==> src/rtl/tri_edge_walker_if.sv <==
// Pixel-stream interface between the triangle edge walker (master) and the
// fragment shader or testbench (slave).
//
// Valid/ready semantics: the master raises out_valid with a pixel and holds
// every pixel field stable until the cycle where out_valid && out_ready is
// sampled high on a rising clk edge. That edge transfers the pixel. The slave
// may change out_ready freely. out_valid never depends combinationally on
// out_ready.
//
// Signals
//   start, x0..x2, y0..y2 : triangle request (slave -> master)
//   busy, done            : walk status (master -> slave)
//   out_valid, out_ready  : pixel handshake
//   px, py, visible, ua, va, wa, a, last : pixel payload (master -> slave)
//   dbg_state             : walker FSM state encoding, for observation only
interface tri_edge_walker_if #(
  parameter int XW = 10,
  parameter int YW = 9
);
  logic          start;
  logic [XW-1:0] x0, x1, x2;
  logic [YW-1:0] y0, y1, y2;
  logic          busy;
  logic          out_valid;
  logic          out_ready;
  logic [XW-1:0] px;
  logic [YW-1:0] py;
  logic          visible;
  logic [17:0]   ua, va, wa;
  logic [18:0]   a;
  logic          last;
  logic          done;
  logic [2:0]    dbg_state;

  modport master (
    input  start, x0, x1, x2, y0, y1, y2, out_ready,
    output busy, out_valid, px, py, visible, ua, va, wa, a, last, done,
           dbg_state
  );

  modport slave (
    output start, x0, x1, x2, y0, y1, y2, out_ready,
    input  busy, out_valid, px, py, visible, ua, va, wa, a, last, done,
           dbg_state
  );
endinterface

==> src/rtl/tri_edge_walker.sv <==
// Triangle edge walker. It latches three screen-space vertices on start and
// sets up the three edge functions. It then walks the whole H_RES x V_RES frame
// in raster order and emits one pixel per handshake. Each pixel carries the
// edge values (ua/va/wa) and twice the triangle area (a).
//
// Ports
//   clk : rising-edge clock
//   rst : synchronous active-high reset
//   bus : tri_edge_walker_if master modport (request, status, pixel stream)
module tri_edge_walker #(
  parameter int H_RES = 640,
  parameter int V_RES = 480,
  parameter int XW    = 10,
  parameter int YW    = 9
) (
  input  logic             clk,
  input  logic             rst,
  tri_edge_walker_if.master bus
);

  localparam int DW = ((XW > YW) ? XW : YW) + 2;  // signed vertex difference
  localparam int PW = 2 * DW + 2;                 // setup product width
  localparam logic [XW-1:0] X_LAST = XW'(H_RES - 1);
  localparam logic [YW-1:0] Y_LAST = YW'(V_RES - 1);

  typedef enum logic [2:0] {
    IDLE   = 3'd0,
    SETUP0 = 3'd1,
    SETUP1 = 3'd2,
    WALK   = 3'd3,
    DONE   = 3'd4
  } state_t;

  state_t state;

  logic [XW-1:0]        vx0, vx1, vx2;
  logic [YW-1:0]        vy0, vy1, vy2;
  logic signed [DW-1:0] dxu, dyu, dxv, dyv, dxw, dyw;
  // Current-pixel edges, row-start edges, per-pixel and per-row steps.
  logic signed [20:0]   eu, ev, ew, ru, rv, rw;
  logic signed [20:0]   sxu, sxv, sxw, syu, syv, syw;

  // Edge value at the origin: E(0;A,B) = Ay*(Bx-Ax) - Ax*(By-Ay).
  function automatic logic signed [20:0] edge_at_origin(
    input logic [XW-1:0]        ax,
    input logic [YW-1:0]        ay,
    input logic signed [DW-1:0] dx,
    input logic signed [DW-1:0] dy
  );
    logic signed [PW-1:0] axs, ays, dxs, dys, e;
    axs = $signed(PW'(ax));
    ays = $signed(PW'(ay));
    dxs = PW'(dx);
    dys = PW'(dy);
    e   = ays * dxs - axs * dys;
    return e[20:0];
  endfunction

  // Non-negative edge clipped to the 18-bit output field.
  function automatic logic [17:0] sat18(input logic signed [20:0] e);
    return (e[20:18] != 3'd0) ? 18'h3FFFF : e[17:0];
  endfunction

  // {visible, ua, va, wa}; edge fields are zeroed outside the triangle.
  function automatic logic [54:0] pix_out(input logic signed [20:0] u,
                                          input logic signed [20:0] v,
                                          input logic signed [20:0] w);
    logic vis;
    vis = !u[20] && !v[20] && !w[20];
    return vis ? {1'b1, sat18(u), sat18(v), sat18(w)} : 55'd0;
  endfunction

  logic signed [20:0] eu0, ev0, ew0, s0, abs_s;
  logic signed [20:0] eu0n, ev0n, ew0n;
  logic signed [20:0] sxu0, sxv0, sxw0, syu0, syv0, syw0;
  logic               neg;
  logic               x_wrap, y_end;
  logic signed [20:0] nu, nv, nw;
  logic [XW-1:0]      nx;
  logic [YW-1:0]      ny;

  always_comb begin
    eu0   = edge_at_origin(vx1, vy1, dxu, dyu);
    ev0   = edge_at_origin(vx2, vy2, dxv, dyv);
    ew0   = edge_at_origin(vx0, vy0, dxw, dyw);
    s0    = eu0 + ev0 + ew0;
    // Clockwise winding gives a negative area; flip everything so the
    // inside of the triangle is always the non-negative half-plane.
    neg   = s0[20];
    abs_s = neg ? -s0 : s0;
    eu0n  = neg ? -eu0 : eu0;
    ev0n  = neg ? -ev0 : ev0;
    ew0n  = neg ? -ew0 : ew0;
    sxu0  = neg ? -21'(dyu) : 21'(dyu);
    sxv0  = neg ? -21'(dyv) : 21'(dyv);
    sxw0  = neg ? -21'(dyw) : 21'(dyw);
    syu0  = neg ? 21'(dxu) : -21'(dxu);
    syv0  = neg ? 21'(dxv) : -21'(dxv);
    syw0  = neg ? 21'(dxw) : -21'(dxw);

    x_wrap = (bus.px == X_LAST);
    y_end  = (bus.py == Y_LAST);
    nu = x_wrap ? ru + syu : eu + sxu;
    nv = x_wrap ? rv + syv : ev + sxv;
    nw = x_wrap ? rw + syw : ew + sxw;
    nx = x_wrap ? '0 : bus.px + 1'b1;
    ny = x_wrap ? bus.py + 1'b1 : bus.py;
  end

  assign bus.dbg_state = state;

  always_ff @(posedge clk) begin
    if (rst) begin
      state         <= IDLE;
      bus.busy      <= 1'b0;
      bus.out_valid <= 1'b0;
      bus.last      <= 1'b0;
      bus.done      <= 1'b0;
      bus.visible   <= 1'b0;
      bus.px        <= '0;
      bus.py        <= '0;
      bus.ua        <= '0;
      bus.va        <= '0;
      bus.wa        <= '0;
      bus.a         <= '0;
    end else begin
      case (state)
        IDLE: begin
          bus.done <= 1'b0;
          if (bus.start) begin
            vx0 <= bus.x0; vx1 <= bus.x1; vx2 <= bus.x2;
            vy0 <= bus.y0; vy1 <= bus.y1; vy2 <= bus.y2;
            bus.busy <= 1'b1;
            state    <= SETUP0;
          end
        end
        SETUP0: begin
          dxu <= $signed(DW'(vx2)) - $signed(DW'(vx1));
          dyu <= $signed(DW'(vy2)) - $signed(DW'(vy1));
          dxv <= $signed(DW'(vx0)) - $signed(DW'(vx2));
          dyv <= $signed(DW'(vy0)) - $signed(DW'(vy2));
          dxw <= $signed(DW'(vx1)) - $signed(DW'(vx0));
          dyw <= $signed(DW'(vy1)) - $signed(DW'(vy0));
          state <= SETUP1;
        end
        SETUP1: begin
          if (s0 == 21'sd0) begin
            bus.done <= 1'b1;
            state    <= DONE;
          end else begin
            eu <= eu0n; ev <= ev0n; ew <= ew0n;
            ru <= eu0n; rv <= ev0n; rw <= ew0n;
            sxu <= sxu0; sxv <= sxv0; sxw <= sxw0;
            syu <= syu0; syv <= syv0; syw <= syw0;
            bus.a  <= abs_s[18:0];
            bus.px <= '0;
            bus.py <= '0;
            {bus.visible, bus.ua, bus.va, bus.wa} <= pix_out(eu0n, ev0n, ew0n);
            bus.last      <= (X_LAST == '0) && (Y_LAST == '0);
            bus.out_valid <= 1'b1;
            state         <= WALK;
          end
        end
        WALK: begin
          if (bus.out_valid && bus.out_ready) begin
            if (x_wrap && y_end) begin
              bus.out_valid <= 1'b0;
              bus.last      <= 1'b0;
              bus.done      <= 1'b1;
              state         <= DONE;
            end else begin
              eu <= nu; ev <= nv; ew <= nw;
              if (x_wrap) begin
                ru <= nu; rv <= nv; rw <= nw;
              end
              bus.px   <= nx;
              bus.py   <= ny;
              bus.last <= (nx == X_LAST) && (ny == Y_LAST);
              {bus.visible, bus.ua, bus.va, bus.wa} <= pix_out(nu, nv, nw);
            end
          end
        end
        DONE: begin
          bus.done <= 1'b0;
          bus.busy <= 1'b0;
          state    <= IDLE;
        end
        default: state <= IDLE;
      endcase
    end
  end

endmodule

==> src/flat_wrapper.sv <==
// flat-port wrapper written by rule: the top's interface ports become plain ports
module tri_edge_walker_flat 
#(
  parameter int H_RES = 640,
  parameter int V_RES = 480,
  parameter int XW    = 10,
  parameter int YW    = 9
)
  (clk, rst, bus_start, bus_x0, bus_x1, bus_x2, bus_y0, bus_y1, bus_y2, bus_out_ready, bus_busy, bus_out_valid, bus_px, bus_py, bus_visible, bus_ua, bus_va, bus_wa, bus_a, bus_last, bus_done, bus_dbg_state);
  tri_edge_walker_if #(.XW(XW), .YW(YW)) bus_i ();
  input  logic clk;
  input  logic rst;
  input wire logic [$bits(bus_i.start)-1:0] bus_start;
  input wire logic [$bits(bus_i.x0)-1:0] bus_x0;
  input wire logic [$bits(bus_i.x1)-1:0] bus_x1;
  input wire logic [$bits(bus_i.x2)-1:0] bus_x2;
  input wire logic [$bits(bus_i.y0)-1:0] bus_y0;
  input wire logic [$bits(bus_i.y1)-1:0] bus_y1;
  input wire logic [$bits(bus_i.y2)-1:0] bus_y2;
  input wire logic [$bits(bus_i.out_ready)-1:0] bus_out_ready;
  output wire logic [$bits(bus_i.busy)-1:0] bus_busy;
  output wire logic [$bits(bus_i.out_valid)-1:0] bus_out_valid;
  output wire logic [$bits(bus_i.px)-1:0] bus_px;
  output wire logic [$bits(bus_i.py)-1:0] bus_py;
  output wire logic [$bits(bus_i.visible)-1:0] bus_visible;
  output wire logic [$bits(bus_i.ua)-1:0] bus_ua;
  output wire logic [$bits(bus_i.va)-1:0] bus_va;
  output wire logic [$bits(bus_i.wa)-1:0] bus_wa;
  output wire logic [$bits(bus_i.a)-1:0] bus_a;
  output wire logic [$bits(bus_i.last)-1:0] bus_last;
  output wire logic [$bits(bus_i.done)-1:0] bus_done;
  output wire logic [$bits(bus_i.dbg_state)-1:0] bus_dbg_state;
  assign bus_i.start = bus_start;
  assign bus_i.x0 = bus_x0;
  assign bus_i.x1 = bus_x1;
  assign bus_i.x2 = bus_x2;
  assign bus_i.y0 = bus_y0;
  assign bus_i.y1 = bus_y1;
  assign bus_i.y2 = bus_y2;
  assign bus_i.out_ready = bus_out_ready;
  assign bus_busy = bus_i.busy;
  assign bus_out_valid = bus_i.out_valid;
  assign bus_px = bus_i.px;
  assign bus_py = bus_i.py;
  assign bus_visible = bus_i.visible;
  assign bus_ua = bus_i.ua;
  assign bus_va = bus_i.va;
  assign bus_wa = bus_i.wa;
  assign bus_a = bus_i.a;
  assign bus_last = bus_i.last;
  assign bus_done = bus_i.done;
  assign bus_dbg_state = bus_i.dbg_state;
  tri_edge_walker #(.H_RES(H_RES), .V_RES(V_RES), .XW(XW), .YW(YW)) u_core (.clk(clk), .rst(rst), .bus(bus_i));
endmodule
==> config.mk <==
export PLATFORM = sky130hd
export DESIGN_NAME = tri_edge_walker_flat
export DESIGN_NICKNAME = d
export VERILOG_FILES = /design/src/rtl/tri_edge_walker_if.sv /design/src/rtl/tri_edge_walker.sv /design/src/flat_wrapper.sv
export SDC_FILE = /design/constraint.sdc
export NUM_CORES = 2
export LEC_CHECK = 0
export ABC_AREA = 1
export ABC_CLOCK_PERIOD_IN_PS = 22600
export CAP_MARGIN = 10
export CORE_ASPECT_RATIO = 0.8
export CORE_MARGIN = 2
export CORE_UTILIZATION = 55
export CTS_CLUSTER_SIZE = 28
export DETAILED_ROUTE_END_ITERATION = 8
export GPL_TIMING_DRIVEN = 0
export PLACE_DENSITY = 0.82
export RECOVER_POWER = 100
export SLEW_MARGIN = 0
export SYNTH_ARGS = -nofsm -noshare
export SYNTH_HDL_FRONTEND = slang
export SYNTH_SLANG_ARGS = --single-unit
==> constraint.sdc <==
create_clock -name clk -period 22.6 [get_ports clk]
set_input_delay 4.52 -clock clk [delete_from_list [all_inputs] [get_ports clk]]
set_output_delay 4.52 -clock clk [all_outputs]
set_load 0.05 [all_outputs]
## After elaboration in Yosys (flattened, before gate mapping)

Index checks and enable logic that the tools add are counted.

- $add $sub $neg: 29
- Multipliers: 6
- Equality and inequality tests: 15
- Multiplexer cells: 90
- Bitwise logic cells: 2
- Reductions and logical operators: 37

Operators with widths:

| kind | number |
|---|---|
| 2-to-1 mux 21 bit | 30 |
| 2-to-1 mux 18 bit | 15 |
| one-hot mux 21 bit (2 select lines) | 6 |
| adder 21 bit | 8 |
| 2-to-1 mux 55 bit | 2 |
| one-hot mux 18 bit (2 select lines) | 3 |
| multiplier 10 x 11 -> 21 bit | 3 |
| multiplier 11 x 10 -> 21 bit | 3 |
| negation 10 -> 21 bit | 3 |
| negation 11 -> 21 bit | 3 |
| negation 21 bit | 3 |
| subtractor 21 bit | 3 |
| 2-to-1 mux 10 bit | 4 |
| 2-to-1 mux 9 bit | 4 |
| subtractor 10 x 10 -> 11 bit | 3 |
| subtractor 9 x 9 -> 10 bit | 3 |
| zero test 21 bit | 1 |
| nonzero test 3 bit | 7 |
| equality test 10 bit (second input constant) | 2 |
| one-hot mux 10 bit (2 select lines) | 1 |
| 2-to-1 mux 19 bit | 1 |
| negation 19 bit | 1 |
| equality test 9 bit (second input constant) | 2 |
| one-hot mux 9 bit (2 select lines) | 1 |
| 23 further kinds | 67 |

- Flip-flop bits (word level): 472
- Logic and storage cells: 215

## Longest topological paths before layout

- Depth after elaboration: 11
- Depth in mapped cells: 48
- Mapped depth without buffers: 46

## Worst setup path before layout

OpenSTA, ideal clock, no wires.

- Path kind: register to register
- Start point: reg u_core.vy1[5]
- End point: reg u_core.sxu[0] (enable)
- Arrival time: 12.874 ns
- Data required time: 21.988 ns
- Setup slack: 9.114 ns
- Cell stages (with the launch flop): 40
- Buffers on the path: 2
- Period minus slack after synthesis: 13.486 ns
- Cell sequence: edfxtp_1 -> clkbuf_1 -> nand2_1 -> inv_1 -> fa_1 -> inv_1 -> fa_1 -> fa_1 -> fa_1 -> fa_1 -> fa_1 -> fa_1 -> inv_1 -> ha_1 -> nand2_1 -> inv_1 -> nand2_1 -> inv_1 -> (+4 left out) -> fa_1 -> inv_1 -> ha_1 -> nand2_1 -> nor2_1 -> nand2_1 -> inv_1 -> nand3_1 -> nand3_1 -> inv_1 -> nand3_1 -> nand2_1 -> nand3_1 -> nand2_2 -> nand3_1 -> nand2_1 -> buf_2 -> nor2_1

- Longest elaborated chain between the ends: 7

Ends and longest elaborated chain:

| item | line | source |
|---|---|---|
| start, declared | tri_edge_walker.sv:37 | `logic [YW-1:0] vy0, vy1, vy2;` |
| start signal, assigned | tri_edge_walker.sv:132 | `vy0 <= bus.y0; vy1 <= bus.y1; vy2 <= bus.y2;` |
| multiplier 10 x 11 -> 21 bit | tri_edge_walker.sv:55 | `e = ays * dxs - axs * dys;` |
| subtractor 21 bit | tri_edge_walker.sv:55 |  |
| adder 21 bit (2 in a row) | tri_edge_walker.sv:86 | `s0 = eu0 + ev0 + ew0;` |
| zero test 21 bit | tri_edge_walker.sv:147 | `if (s0 == 21'sd0) begin` |
| inverter 1 bit (no line) | -- |  |
| AND reduction 3 bit (no line) | -- |  |
| end signal, assigned | tri_edge_walker.sv:153 | `sxu <= sxu0; sxv <= sxv0; sxw <= sxw0;` |
| end, declared | tri_edge_walker.sv:41 | `logic signed [20:0] sxu, sxv, sxw, syu, syv, syw;` |

Every way passes these cells.
A chain may end at the register's enable or synchronous reset.

## Worst setup path after layout

- Start point: reg u_core.dyw[9] (netlist name)
- End point: reg u_core.syv[0] (enable)

- Longest elaborated chain between the ends: 6

Ends and longest elaborated chain:

| item | line | source |
|---|---|---|
| multiplier 11 x 10 -> 21 bit | tri_edge_walker.sv:55 |  |
| subtractor 21 bit | tri_edge_walker.sv:55 |  |
| adder 21 bit | tri_edge_walker.sv:86 |  |
| zero test 21 bit | tri_edge_walker.sv:147 |  |
| inverter 1 bit (no line) | -- |  |
| AND reduction 3 bit (no line) | -- |  |
| end signal, assigned | tri_edge_walker.sv:154 | `syu <= syu0; syv <= syv0; syw <= syw0;` |
| end, declared | tri_edge_walker.sv:41 |  |

Every way passes these cells.

==> results.toml <==
[cts]
numCtsBuffers = 54
cts_tree = "built"
clkTransAtPathRegs_ns = 0.07
root_buffer = "clkbuf_16"
cts_buffer_depth = 3
ctsHoldBuffers = 0
htree_levels = 2
post_cts_buffers = 0
cts_sinks = 472
insertion_delay_ns = 0.68
cts_resized = 0

[setup_path]
cp_common_cell = "fa_1"
critPathCaptureType = "register"
rrSetupSlack_ns = 7.03
cpLargestDelayFamily = "buffers and inverters"
cp_slowest_stage_delay_ns = 1.42
cp.required_ns = 22.86
cp_max_fo = 30
path_buf_inv = 10
r2r_start = "u_core.dyw[9]"
timing_worst_setup_path_type = "register to register"
crit_path_top_delay_cell = "clkbuf_1"
rr_worst_depth = 37
r2r-end = "u_core.syv[0]"
critPathArrivalTime_ns = 15.83
cp-start-kind = "register"

[timing]
setup_viol = 0
maxSlewViolCount = 263
fin_crit_ns = 15.57
rsz0062_at_grt = "no"
hold_viol = 0
slew_headroom = -1.85
clock.fmax_mhz = 64.2
fin_skew_ns = 0.0536
worst_pin_slew_ns = 4.28
setup_tns_ns = 0
finalCritPeriodShare = 0.689

[min_path]
holdPathEnd = "u_core.bus.done"
hold_start = "u_core.bus.done"
hp-class = "register to register"
hold_depth = 2

[yosys]
yosys_most_used_dff = "edfxtp_1"
syn-cell-area_mm2 = 0.0571
synthTopCellsByArea = "fa_1 22%, edfxtp_1 20%, nand2_1 12%"
synth_warnings = 0
synth_nets = 8505
yosysMostFrequentCell = "nand2_1"
synth_edf_count = 372
yosys.area.top_type_share = 0.218
netlist_top_cells_count = "1884 x nand2_1, 1513 x inv_1, 621 x fa_1"
ys_async_sr_fraction = 0
yosys.area.top_type = "fa_1"
syn_area_per_cell_um2 = 7.74
synth_seq_cells = 472
ys_types = 54
yosysSeqAreaShare = 0.231
syn_inst = 7375

[die]
initial_core_util = 0.555
die_h_um = 292
rows = 105
die_area_mm2 = 0.106
io_pins = 161
core_area_mm2 = 0.103
dieWidth_um = 364

[finish]
syn_to_final_growth_pct = 8.85
instances_no_fill = 9047
drive_above_1_share = 0.0235
nNetsFinal = 8734

[placement]
dpl.hpwl_mm = 166
numPlacedInstances = 8938
gp_congestion = 1.05
io_buffer_count = 159

[run_status]
violations = "capacitance limit, slew limit"
outcome = "complete, but fails checks"

[global_route]
grt.total_usage = 0.379
grt_max_degree = 61
overflow = 0
grt_pass1_wl_mm = 301
grt_pass1_vias = 50198
antenna_found_initial = 6

[flow_run]
maxCapViolCount = 8

[drt]
vias_per_cell = 5.65
drc_errors = 0
post_drt_wl_per_cell_um = 22.0
firstDrtPassIters = 8
drtAntennaViolNets = 0
via_count = 51155
drt-total-wl_mm = 199
drt-initial-drc-count = 5935
-- worst reg2reg max path, delay by kind of cell, from the launching register on --
kind / cells / cell delay (ns)
AO/OA/AOI/OAI: 2 / 0.37
adder cells (fa/ha/maj): 10 / 4.66
buffers and inverters: 10 / 6.20
flip-flops: 1 / 0.78
AND/OR/NAND/NOR: 15 / 3.19
-- cells in the final DEF (no fill, tap or decap), types with 6 or more instances in the layout --
master            n
dfxtp_1         100
diode_2           6
clkbuf_16        56
clkbuf_1        221
xor2_1          176
nand3b_1         13
ha_1            448
o21ai_0         339
mux2i_1          16
nor4_1           16
o21a_1            7
inv_1          1514
or2_2            17
o211ai_1         11
a41oi_1           6
and2_1           14
dlygate4sd3_1   158
inv_2             8
nand4_1          85
nor3_1           62
nand3_1         388
and2_0            7
nor2_2            8
clkinv_2         10
a21o_1           20
edfxtp_1        372
nor2_1          467
nand2_1        1887
clkinv_1          9
a31oi_1          14
fa_1            621
clkinvlp_4        7
buf_2            23
o21bai_1         23
xnor2_1          59
a21oi_1         391
nand2_2           7
-- cells by family after synthesis --
kind of cell | Yosys count | synth area share
compound gates | 826 | 0.0765
xor+xnor | 241 | 0.0378
fa+ha+maj | 1069 | 0.316
buf+inv | 1758 | 0.119
flops | 472 | 0.231
mux | 16 | 0.00281
simple gates | 2993 | 0.217
-- metal layers --
layer,track usage,part of all wire
met4,0.172,0.056
met5,0,0.00035
met1,0.525,0.40
met3,0.101,0.13
met2,0.556,0.41
-- per-stage QoR --
stage / worst slack [ns] / instance area, um2 / hold slack (ns) / util
finish: 7.03 / 62100 / 0.440 / 0.605
global route: 6.28 / 62100 / 0.481 / 0.604
CTS: 11.56 / 62500 / 0.449 / 0.609
detailed placement: 11.56 / 60700 / 0.439 / 0.591
global placement: 4.41 / 60400 / 0.438 / 0.588
floorplan: 9.11 / 57100 / 0.424 / -
-- registers in the layout, indices dropped and copies added (netlist names), 11 cells and up --
signal / count
u_core.bus.a: 19
u_core.bus.ua: 18
u_core.bus.va: 18
u_core.bus.wa: 18
u_core.dxu: 11
u_core.dxv: 11
u_core.dxw: 11
u_core.eu: 21
u_core.ev: 21
u_core.ew: 21
u_core.ru: 21
u_core.rv: 21
u_core.rw: 21
u_core.sxu: 21
u_core.sxv: 21
u_core.sxw: 21
u_core.syu: 21
u_core.syv: 21
u_core.syw: 21
-- layout make-up --
type                            count  area [um2]
Timing Repair Buffer              173        1650
Antenna cell                        6        15.0
Multi-Input combinational cell   5145       37100
Tap cell                         1391        1740
Sequential cell                   472       13200
Fill cell                        9136       40600
Inverter                         1529        5740
Buffer                            229         903
Clock buffer                       69        1480
Clock inverter                     33         345
-- how the worst max path moves through the flow --
stage / from / end / slack (ns) / depth (start not counted)
CTS: u_core.vy0[3] / u_core.syv[0] / 11.56 / 44
global route: u_core.dyw[9] / u_core.syv[0] / 6.28 / 44
floorplan: u_core.vy1[5] / u_core.sxu[0] / 9.11 / 39
finish: u_core.dyw[9] / u_core.syv[0] / 7.03 / 37
global placement: u_core.vy0[3] / u_core.sxv[5] / 4.41 / 40
detailed placement: u_core.vy0[3] / u_core.sxv[4] / 11.56 / 44
Power is left out: the tool's default activity adds up to more than one toggle a clock period on the data nets, which glitch-free logic cannot reach.
